$ cat config.mk
export PLATFORM = sky130hd
export DESIGN_NAME = dram_256x1_bist_ctrl_flat
export DESIGN_NICKNAME = d
export VERILOG_FILES = /design/src/rtl/dram_256x1_bist_ctrl_if.sv /design/src/rtl/dram_256x1_bist_ctrl.sv /design/src/flat_wrapper.sv
export SDC_FILE = /design/constraint.sdc
export NUM_CORES = 1
export LEC_CHECK = 0
export ABC_CLOCK_PERIOD_IN_PS = 3900
export BUFFER_PORTS_ARGS = -buffer_cell sky130_fd_sc_hd__buf_2
export CORE_MARGIN = 2
export CORE_UTILIZATION = 56
export DETAILED_ROUTE_END_ITERATION = 6
export PLACE_DENSITY = 0.77
export SLEW_MARGIN = 20
export SYNTH_ARGS = -nofsm -noshare
export SYNTH_HDL_FRONTEND = slang
export SYNTH_SLANG_ARGS = --single-unit
$ cat constraint.sdc
create_clock -name clk -period 3.9 [get_ports clk]
set_input_delay 0.975 -clock clk [delete_from_list [all_inputs] [get_ports clk]]
set_output_delay 0.975 -clock clk [all_outputs]
set_load 0.05 [all_outputs]
$ cat src/rtl/dram_256x1_bist_ctrl_if.sv
// RAM-side bus of the 256x1 BIST sequencer.
// The sequencer is master; the RAM under test is slave.
interface dram_256x1_bist_ctrl_if #(
    parameter int ADDR_W = 8
);
    logic [ADDR_W-1:0] ram_addr;
    logic              ram_d;
    logic              ram_we;
    logic              ram_q;

    modport master (
        output ram_addr,
        output ram_d,
        output ram_we,
        input  ram_q
    );

    modport slave (
        input  ram_addr,
        input  ram_d,
        input  ram_we,
        output ram_q
    );
endinterface

$ cat src/rtl/dram_256x1_bist_ctrl.sv
// LFSR write/read-back self-test sequencer for a 256x1 async-read RAM.
// Optional inverted second pass: define DRAM_BIST_INV_PASS_EN.
module dram_256x1_bist_ctrl #(
    parameter int ADDR_W = 8
) (
    input  logic                   clk,
    input  logic                   rst_n,
    input  logic                   start,
    input  logic [7:0]             seed,
    dram_256x1_bist_ctrl_if.master ram,
    output logic                   busy,
    output logic                   done,
    output logic                   pass,
    output logic [7:0]             err_count,
    output logic [ADDR_W-1:0]      first_err_addr
);

    typedef enum logic [2:0] {
        S_IDLE  = 3'd0,
        S_WRITE = 3'd1,
        S_READ  = 3'd2,
        S_DONE  = 3'd3
`ifdef DRAM_BIST_INV_PASS_EN
        ,
        S_WRITE_INV = 3'd4,
        S_READ_INV  = 3'd5
`endif
    } state_t;

    state_t            state_q, state_d;
    logic [ADDR_W-1:0] addr_q;
    logic [7:0]        lfsr_q, lfsr_nxt;
    logic [7:0]        seed_q, seed_eff;
    logic              done_q;
    logic              wr_st, rd_st, inv;
    logic              last, start_run, pat, mismatch;

    assign last      = (addr_q == {ADDR_W{1'b1}});
    assign start_run = (state_q == S_IDLE) && start;
    assign seed_eff  = (seed == 8'h00) ? 8'h01 : seed;
    assign lfsr_nxt  = {1'b0, lfsr_q[7:1]} ^ (lfsr_q[0] ? 8'hB8 : 8'h00);
    assign pat       = lfsr_q[0] ^ inv;
    assign mismatch  = rd_st && (ram.ram_q != pat);

    always_ff @(posedge clk or negedge rst_n) begin
        if (!rst_n) begin
            state_q <= S_IDLE;
        end else begin
            state_q <= state_d;
        end
    end

    always_comb begin
        state_d = state_q;
        unique case (state_q)
            S_IDLE:      if (start) state_d = S_WRITE;
            S_WRITE:     if (last) state_d = S_READ;
`ifdef DRAM_BIST_INV_PASS_EN
            S_READ:      if (last) state_d = S_WRITE_INV;
            S_WRITE_INV: if (last) state_d = S_READ_INV;
            S_READ_INV:  if (last) state_d = S_DONE;
`else
            S_READ:      if (last) state_d = S_DONE;
`endif
            S_DONE:      if (!start) state_d = S_IDLE;
            default:     state_d = S_IDLE;
        endcase
    end

    always_comb begin
        wr_st = 1'b0;
        rd_st = 1'b0;
        inv   = 1'b0;
        unique case (state_q)
            S_WRITE: wr_st = 1'b1;
            S_READ:  rd_st = 1'b1;
`ifdef DRAM_BIST_INV_PASS_EN
            S_WRITE_INV: begin
                wr_st = 1'b1;
                inv   = 1'b1;
            end
            S_READ_INV: begin
                rd_st = 1'b1;
                inv   = 1'b1;
            end
`endif
            default: ;
        endcase
    end

    // Address wraps to 0 on the last cell, so IDLE/DONE always see 0.
    always_ff @(posedge clk or negedge rst_n) begin
        if (!rst_n) begin
            addr_q         <= '0;
            lfsr_q         <= 8'h00;
            seed_q         <= 8'h00;
            err_count      <= 8'h00;
            first_err_addr <= '0;
            done_q         <= 1'b0;
        end else if (start_run) begin
            addr_q         <= '0;
            lfsr_q         <= seed_eff;
            seed_q         <= seed_eff;
            err_count      <= 8'h00;
            first_err_addr <= '0;
            done_q         <= 1'b0;
        end else begin
            if (wr_st || rd_st) begin
                addr_q <= addr_q + 1'b1;
                lfsr_q <= last ? seed_q : lfsr_nxt;
            end
            if (mismatch) begin
                if (err_count != 8'hFF) begin
                    err_count <= err_count + 8'h01;
                end
                if (err_count == 8'h00) begin
                    first_err_addr <= addr_q;
                end
            end
            if (state_q == S_DONE) begin
                done_q <= 1'b1;
            end
        end
    end

    assign ram.ram_addr = addr_q;
    assign ram.ram_we   = wr_st;
    assign ram.ram_d    = wr_st & pat;

    assign busy = wr_st || rd_st || ((state_q == S_DONE) && !done_q);
    assign done = done_q;
    assign pass = done_q && (err_count == 8'h00);

endmodule

$ cat src/flat_wrapper.sv
// flat-port wrapper written by rule: the top's interface ports become plain ports
module dram_256x1_bist_ctrl_flat 
#(
    parameter int ADDR_W = 8
)
  (clk, rst_n, start, seed, busy, done, pass, err_count, first_err_addr, ram_ram_addr, ram_ram_d, ram_ram_we, ram_ram_q);
  dram_256x1_bist_ctrl_if #(.ADDR_W(ADDR_W)) ram_i ();
  input  logic clk;
  input  logic rst_n;
  input  logic start;
  input  logic [7:0] seed;
  output logic busy;
  output logic done;
  output logic pass;
  output logic [7:0] err_count;
  output logic [ADDR_W-1:0] first_err_addr;
  output wire logic [$bits(ram_i.ram_addr)-1:0] ram_ram_addr;
  output wire logic [$bits(ram_i.ram_d)-1:0] ram_ram_d;
  output wire logic [$bits(ram_i.ram_we)-1:0] ram_ram_we;
  input wire logic [$bits(ram_i.ram_q)-1:0] ram_ram_q;
  assign ram_ram_addr = ram_i.ram_addr;
  assign ram_ram_d = ram_i.ram_d;
  assign ram_ram_we = ram_i.ram_we;
  assign ram_i.ram_q = ram_ram_q;
  dram_256x1_bist_ctrl #(.ADDR_W(ADDR_W)) u_core (.clk(clk), .rst_n(rst_n), .start(start), .seed(seed), .ram(ram_i), .busy(busy), .done(done), .pass(pass), .err_count(err_count), .first_err_addr(first_err_addr));
endmodule
## Word-level counts from Yosys, hierarchy flattened

Cells that the tools add are included.

| word-level totals | value |
|---|---|
| register bits | 44 |
| latch bits | 0 |
| bits in writable memories | 0 |
| memory bits (read-only) | 0 |
| bits of input ports | 12 |
| output and inout port bits | 29 |
| word-level logic and storage cells | 61 |
| memories kept | 0 |

| operators by class | value |
|---|---|
| $add $sub $neg | 2 |
| multiply operators | 0 |
| div/mod/pow operators | 0 |
| order comparisons | 0 |
| equality and inequality tests | 10 |
| shifts and indexed selects | 0 |
| multiplexer cells | 22 |
| bitwise operators | 2 |
| reductions and logical operators | 18 |

Operators with widths:

| kind | number |
|---|---|
| 8-bit two-way mux | 13 |
| 8-bit by 1-bit adder with 8-bit output (second input constant) | 2 |
| 8-bit logical NOT | 2 |
| 3-bit two-way mux | 4 |
| 3-bit case mux with 4 select lines | 1 |
| 2-bit nonzero test | 5 |
| 8-bit equality test (second input constant) | 1 |
| 8-bit != test (second input constant) | 1 |
| 7-bit by 8-bit bitwise XOR with 8-bit output | 1 |
| 3-bit by 2-bit equality test with 1-bit output (second input constant) | 2 |
| 1-bit logical AND | 4 |
| 1-bit two-way mux | 4 |
| 2-bit by 1-bit != test with 1-bit output (second input constant) | 2 |
| 2-bit != test (second input constant) | 2 |
| 2-bit AND reduction | 2 |
| 4-bit AND reduction | 1 |
| 3-bit by 1-bit equality test with 1-bit output (second input constant) | 1 |
| 3-bit logical NOT | 1 |
| 1-bit logical OR | 2 |
| 1-bit bitwise AND | 1 |
| 1-bit logical NOT | 1 |
| 1-bit != test | 1 |

## Longest topological paths before layout

| logic depth | value |
|---|---|
| depth in word-level cells | 5 |
| mapped depth | 7 |
| depth with buffers taken out | 6 |

## Worst setup path after synthesis

OpenSTA, ideal clock, no wires.

| timing | value |
|---|---|
| path type | reg-to-output |
| start | register u_core.err_count[0] |
| end | output port pass |
| arrival | 1.711 ns |
| data required time | 2.925 ns |
| path slack | 1.214 ns |
| cell stages (with the launch flop) | 5 |
| path buffers | 0 |
| cells stage by stage | dfrtp_1 inv_1 ha_1 nor4b_1 and3_1 |

| on the way | value |
|---|---|
| word-level cells in the longest chain between the ends | 2 |

Ends and longest elaborated chain:

| item | RTL line | text |
|---|---|---|
| start: declaration | dram_256x1_bist_ctrl.sv:14 | `output logic [7:0] err_count,` |
| start signal: assignment | dram_256x1_bist_ctrl.sv:114 | `err_count <= err_count + 8'h01;` |
| 8-bit logical NOT | dram_256x1_bist_ctrl.sv:132 | `assign pass = done_q && (err_count == 8'h00);` |
| 1-bit logical AND | dram_256x1_bist_ctrl.sv:132 |  |
| end: declaration | flat_wrapper.sv:14 | `output logic pass;` |

No other way between the ends.

## Final worst setup path

| timing | value |
|---|---|
| start | register u_core.state_q[0] |
| end | output port busy |

| on the way | value |
|---|---|
| word-level cells in the longest chain between the ends | 4 |
| elaborated cells on any way between the ends | 8 |
| classes of those cells | eq/ne (3); mux (2); reduce/logical (3) |

Ends and longest elaborated chain:

| item | RTL line | text |
|---|---|---|
| start: declaration | dram_256x1_bist_ctrl.sv:30 | `state_t state_q, state_d;` |
| start signal: assignment | dram_256x1_bist_ctrl.sv:49 | `state_q <= state_d;` |
| 3-bit by 1-bit equality test with 1-bit output / 3-bit by 2-bit equality test with 1-bit output (equally long branches) | dram_256x1_bist_ctrl.sv:74 | `unique case (state_q)` |
| 1-bit two-way mux | dram_256x1_bist_ctrl.sv:74 |  |
| 1-bit logical OR | dram_256x1_bist_ctrl.sv:130 | `assign busy = wr_st \|\| rd_st \|\| ((state_q == S_DONE) && !done_q);` |
| 1-bit logical OR (*) | dram_256x1_bist_ctrl.sv:130 |  |
| end: declaration | flat_wrapper.sv:12 | `output logic busy;` |

Mark *: on every way between the ends. The rest lies on a longest branch, timed or not.

==> out/qor.txt <==
OUTCOME
--------------------------------------------------------------------------------------------
Outcome                                                                         complete, no violations

DETAILED ROUTING
--------------------------------------------------------------------------------------------
Mean routed wirelength per cell                                                      14.7 um
Detailed Routing Iterations Pass 1                                                         4
Number of DRC violations after detailed-routing iteration 0                              144
Remaining antenna violation count                                                          0
Post-detailed-routing wire length                                                    4760 um
Via-per-instance ratio                                                                  5.78
Number of design rule violations left after detail routing                                 0
Total vias in the final route                                                          1,866

YOSYS
--------------------------------------------------------------------------------------------
Mapped cell area                                                                    2280 um2
FF+latch count, synth                                                                     43
Parity-gate share of the synthesized area counting xor and xnor cells                  3.50%
Basic-gate share of the synthesized area counting and, or, nand and nor cells          21.6%
YS warnings                                                                                0
Post-synthesis adder-cell area fraction                                                3.83%
Gate Count Post-Synth                                                                    236
Multiplexer share of the synthesized area                                              3.56%
Number of nets in the synthesized netlist                                                255
Compound-gate portion of the synthesized area                                          15.7%
Average size of a mapped cell                                                       9.68 um2
Yosys cell types                                                                          43
Dominant combinational cell family by area after synthesis                      simple AND/OR/NAND/NOR gates
Share of synthesized area occupied by flip-flops and latches                           47.1%

CLOCKING
--------------------------------------------------------------------------------------------
Clock root buffer master                                                        sky130_fd_sc_hd__clkbuf_8
Post-cts gate resize count                                                                 0
Clock insertion delay at the later pin of the skew report                            0.29 ns
Register clock-pin slew on the reported worst setup and hold paths                   0.08 ns
Buffers from clock root to sink, at most                                                   2
Number of setup buffers added after CTS                                                    0
Number of buffers inserted for hold repair after clock tree synthesis                      0
CTS H-tree depth                                                                           2
Number of CTS-inserted buffers                                                             5
Clock tree from TritonCTS                                                                yes
Number of clock sinks                                                                     43

DIE
--------------------------------------------------------------------------------------------
Die Area                                                                            4610 um2
I/O pin total                                                                             41
Die X                                                                                67.9 um
Floorplan Core Area                                                                 3970 um2
Initial cell density of the core                                                       57.5%
Die span in y                                                                        67.9 um
Number of rows in the core area                                                           23

PLACEMENT
--------------------------------------------------------------------------------------------
Hpwl dp                                                                              3350 um
Count of buffers from port buffering                                                      40
Routability-driven placement congestion ratio                                          0.823
Placed Instance Area                                                                2490 um2

GLOBAL ROUTE
--------------------------------------------------------------------------------------------
Pin count of the biggest net entering global routing                                      44
Initial antenna violation count                                                            0
Wire length of the first global-routing pass                                         7680 um
Number of global-route vias before repair                                              1,639
Leftover overflow at the end of global routing                                             0
Global Route Usage Sum                                                                 22.5%

TIMING
--------------------------------------------------------------------------------------------
Hold Violations, Final                                                                     0
Top achievable clock speed                                                           354 MHz
Period utilization                                                                     72.4%
Headroom to the max-slew limit                                                         37.1%
Min Tclk post-route                                                                  2.82 ns
Final setup viols                                                                          0
Final count of pins violating max slew                                                     0
Accumulated negative setup slack                                                        0 ns
Worst-Margin Slew                                                                   0.944 ns
RSZ-0062 raised after global routing                                                      no
Worst setup skew after layout                                                     0.00254 ns

CRITICAL PATH
--------------------------------------------------------------------------------------------
Worst path arrival time                                                              1.85 ns
CP Class                                                                             reg2out
CP Capture Type                                                                   output pin
Reg2Reg Setup Slack                                                                  1.80 ns
Critical Path Start Type                                                            register
Highest net fanout along the worst path                                                   21
Critical path data required time                                                     2.92 ns

HOLD PATH
--------------------------------------------------------------------------------------------
Class of the tightest hold or removal check                                          reg2reg

LAYOUT
--------------------------------------------------------------------------------------------
Final Cell Area                                                                     2580 um2
Count of antenna diodes in the layout                                                      0
Number of nets in the layout                                                             292
Core Util, Final                                                                       65.0%
Area grow syn2layout                                                                   12.9%
Fillers                                                                                  336
Share of layout cells above drive strength 1                                           24.2%

PWR
--------------------------------------------------------------------------------------------
Leakage component of the power                                                       1.29 nW
Power density of the placed cells                                                 521 nW/um2
VDD IR max                                                                          0.199 mV

RUN
--------------------------------------------------------------------------------------------
# Max-Cap Violations                                                                       0

cell families after synthesis:
family                     count (synthesis)
and+or+nand+nor                           98
AOI/OAI and AO/OA                         51
DFF                                       43
buffers and inverters                     22
muxes                                      8
xor gates and xnor gates                   7
adders and majority gates                  7
layout make-up:
type | instances | area [um2] | share of cell area [%]
inverters | 10 | 37.5 | 1.45
clock inverters | 1 | 5.00 | 0.194
clock buffers | 6 | 82.6 | 3.20
well taps | 50 | 62.6 | 2.42
multi-input cells | 171 | 1100 | 42.7
repair buffers | 42 | 215 | 8.34
flip-flops and latches | 43 | 1080 | 41.7
worst max-delay path: stages (launching register included):
cell and delay, ns:
sky130_fd_sc_hd__dfrtp_1 0.38, sky130_fd_sc_hd__inv_1 0.08, sky130_fd_sc_hd__ha_1 0.69, sky130_fd_sc_hd__a21o_1 0.14, sky130_fd_sc_hd__buf_2 0.25
through the flow:
stage | setup WS [ns] | cells | power, mW | hold slack, ns
2_1_floorplan | 1.21 | 236 | 0.942 | 0.437
3_3_place_gp | 1.42 | 316 | 1.05 | 0.456
3_5_place_dp | 1.40 | 316 | 1.07 | 0.465
4_1_cts | 1.07 | 323 | 1.35 | 0.483
5_1_grt | 0.943 | 323 | 1.42 | 0.513
6_report | 1.08 | 323 | 1.34 | 0.476
metal layers:
layer,up-vias,part of all wire (%),global-route usage (%)
met3,9,4.1,5.43
met5,-,0,0
met2,38,49,35.8
met1,907,45,29.4
li1,912,-,-
met4,0,1.8,9.50
final timing paths:
check	end	from	cells past startpoint
max	busy	u_core.state_q[0]$_DFFE_PN0P_	4
min	u_core.seed_q[4]$_DFFE_PN0P_	u_core.seed_q[4]$_DFFE_PN0P_	2
max reg2reg	u_core.lfsr_q[3]$_DFFE_PN0P_	u_core.state_q[0]$_DFFE_PN0P_	6
min reg2reg	u_core.seed_q[4]$_DFFE_PN0P_	u_core.seed_q[4]$_DFFE_PN0P_	2
max in group asynchronous	u_core.ram.ram_addr[3]$_DFFE_PN0P_	rst_n	1
min in group asynchronous	u_core.err_count[5]$_DFFE_PN0P_	rst_n	1
state kept, by name, indices dropped and copies added (netlist names):
| signal | cells |
|---|---|
| u_core.lfsr_q | 8 |
| u_core.done | 1 |
| u_core.state_q | 2 |
| u_core.seed_q | 8 |
| u_core.err_count | 8 |
| u_core.ram.ram_addr | 8 |
| u_core.first_err_addr | 8 |
Yosys cell counts, drive strengths merged:
cell,count,area share (%)
a22oi,3,0.99
mux2,1,0.49
nor4,1,0.27
xnor2,2,0.77
nor2,17,2.9
nand2,38,6.2
inv,10,1.6
a21o,2,0.66
o22ai,3,0.82
nor4b,1,0.38
o211ai,1,0.33
a21oi,4,0.88
nor3b,1,0.55
xor2,5,2.7
nand3,12,3.3
ha,7,3.8
nand4,8,2.7
o32a,3,1.3
a311oi,1,0.38
clkbuf,6,1.0
or3,3,0.82
and2,2,0.55
o311ai,1,0.71
buf,6,2.0
a211oi,7,2.3
o21ai,23,6.4
and3,6,1.6
and4,1,0.38
nor2b,2,0.55
dfrtp,43,47
nor3,6,1.3
mux2i,7,3.1
a41oi,1,0.38
a31oi,2,0.55
layout by cell type, fill, tap and decap left out, types with 3 or more instances in the layout:
| cell | instances |
|---|---|
| sky130_fd_sc_hd__o21ai_1 | 4 |
| sky130_fd_sc_hd__xor2_1 | 4 |
| sky130_fd_sc_hd__mux2i_1 | 7 |
| sky130_fd_sc_hd__ha_1 | 7 |
| sky130_fd_sc_hd__o21ai_2 | 8 |
| sky130_fd_sc_hd__o32a_1 | 3 |
| sky130_fd_sc_hd__o21ai_0 | 11 |
| sky130_fd_sc_hd__nand3_2 | 3 |
| sky130_fd_sc_hd__clkbuf_8 | 6 |
| sky130_fd_sc_hd__or3_1 | 3 |
| sky130_fd_sc_hd__nand3_1 | 9 |
| sky130_fd_sc_hd__a21oi_1 | 4 |
| sky130_fd_sc_hd__and3_1 | 6 |
| sky130_fd_sc_hd__buf_2 | 40 |
| sky130_fd_sc_hd__nand4_1 | 6 |
| sky130_fd_sc_hd__nor2_1 | 16 |
| sky130_fd_sc_hd__inv_1 | 10 |
| sky130_fd_sc_hd__nand2_1 | 38 |
| sky130_fd_sc_hd__a211oi_1 | 7 |
| sky130_fd_sc_hd__dfrtp_1 | 43 |
| sky130_fd_sc_hd__o22ai_1 | 3 |
| sky130_fd_sc_hd__nor3_1 | 6 |
| sky130_fd_sc_hd__a22oi_1 | 3 |
power by group:
group          total (mW)  internal, mW  switching (mW)
Sequential          0.584         0.508          0.0762
Combinational       0.476         0.124           0.352
Clock               0.285         0.139           0.146
No activity file was read; power rests on OpenSTA's default activity.
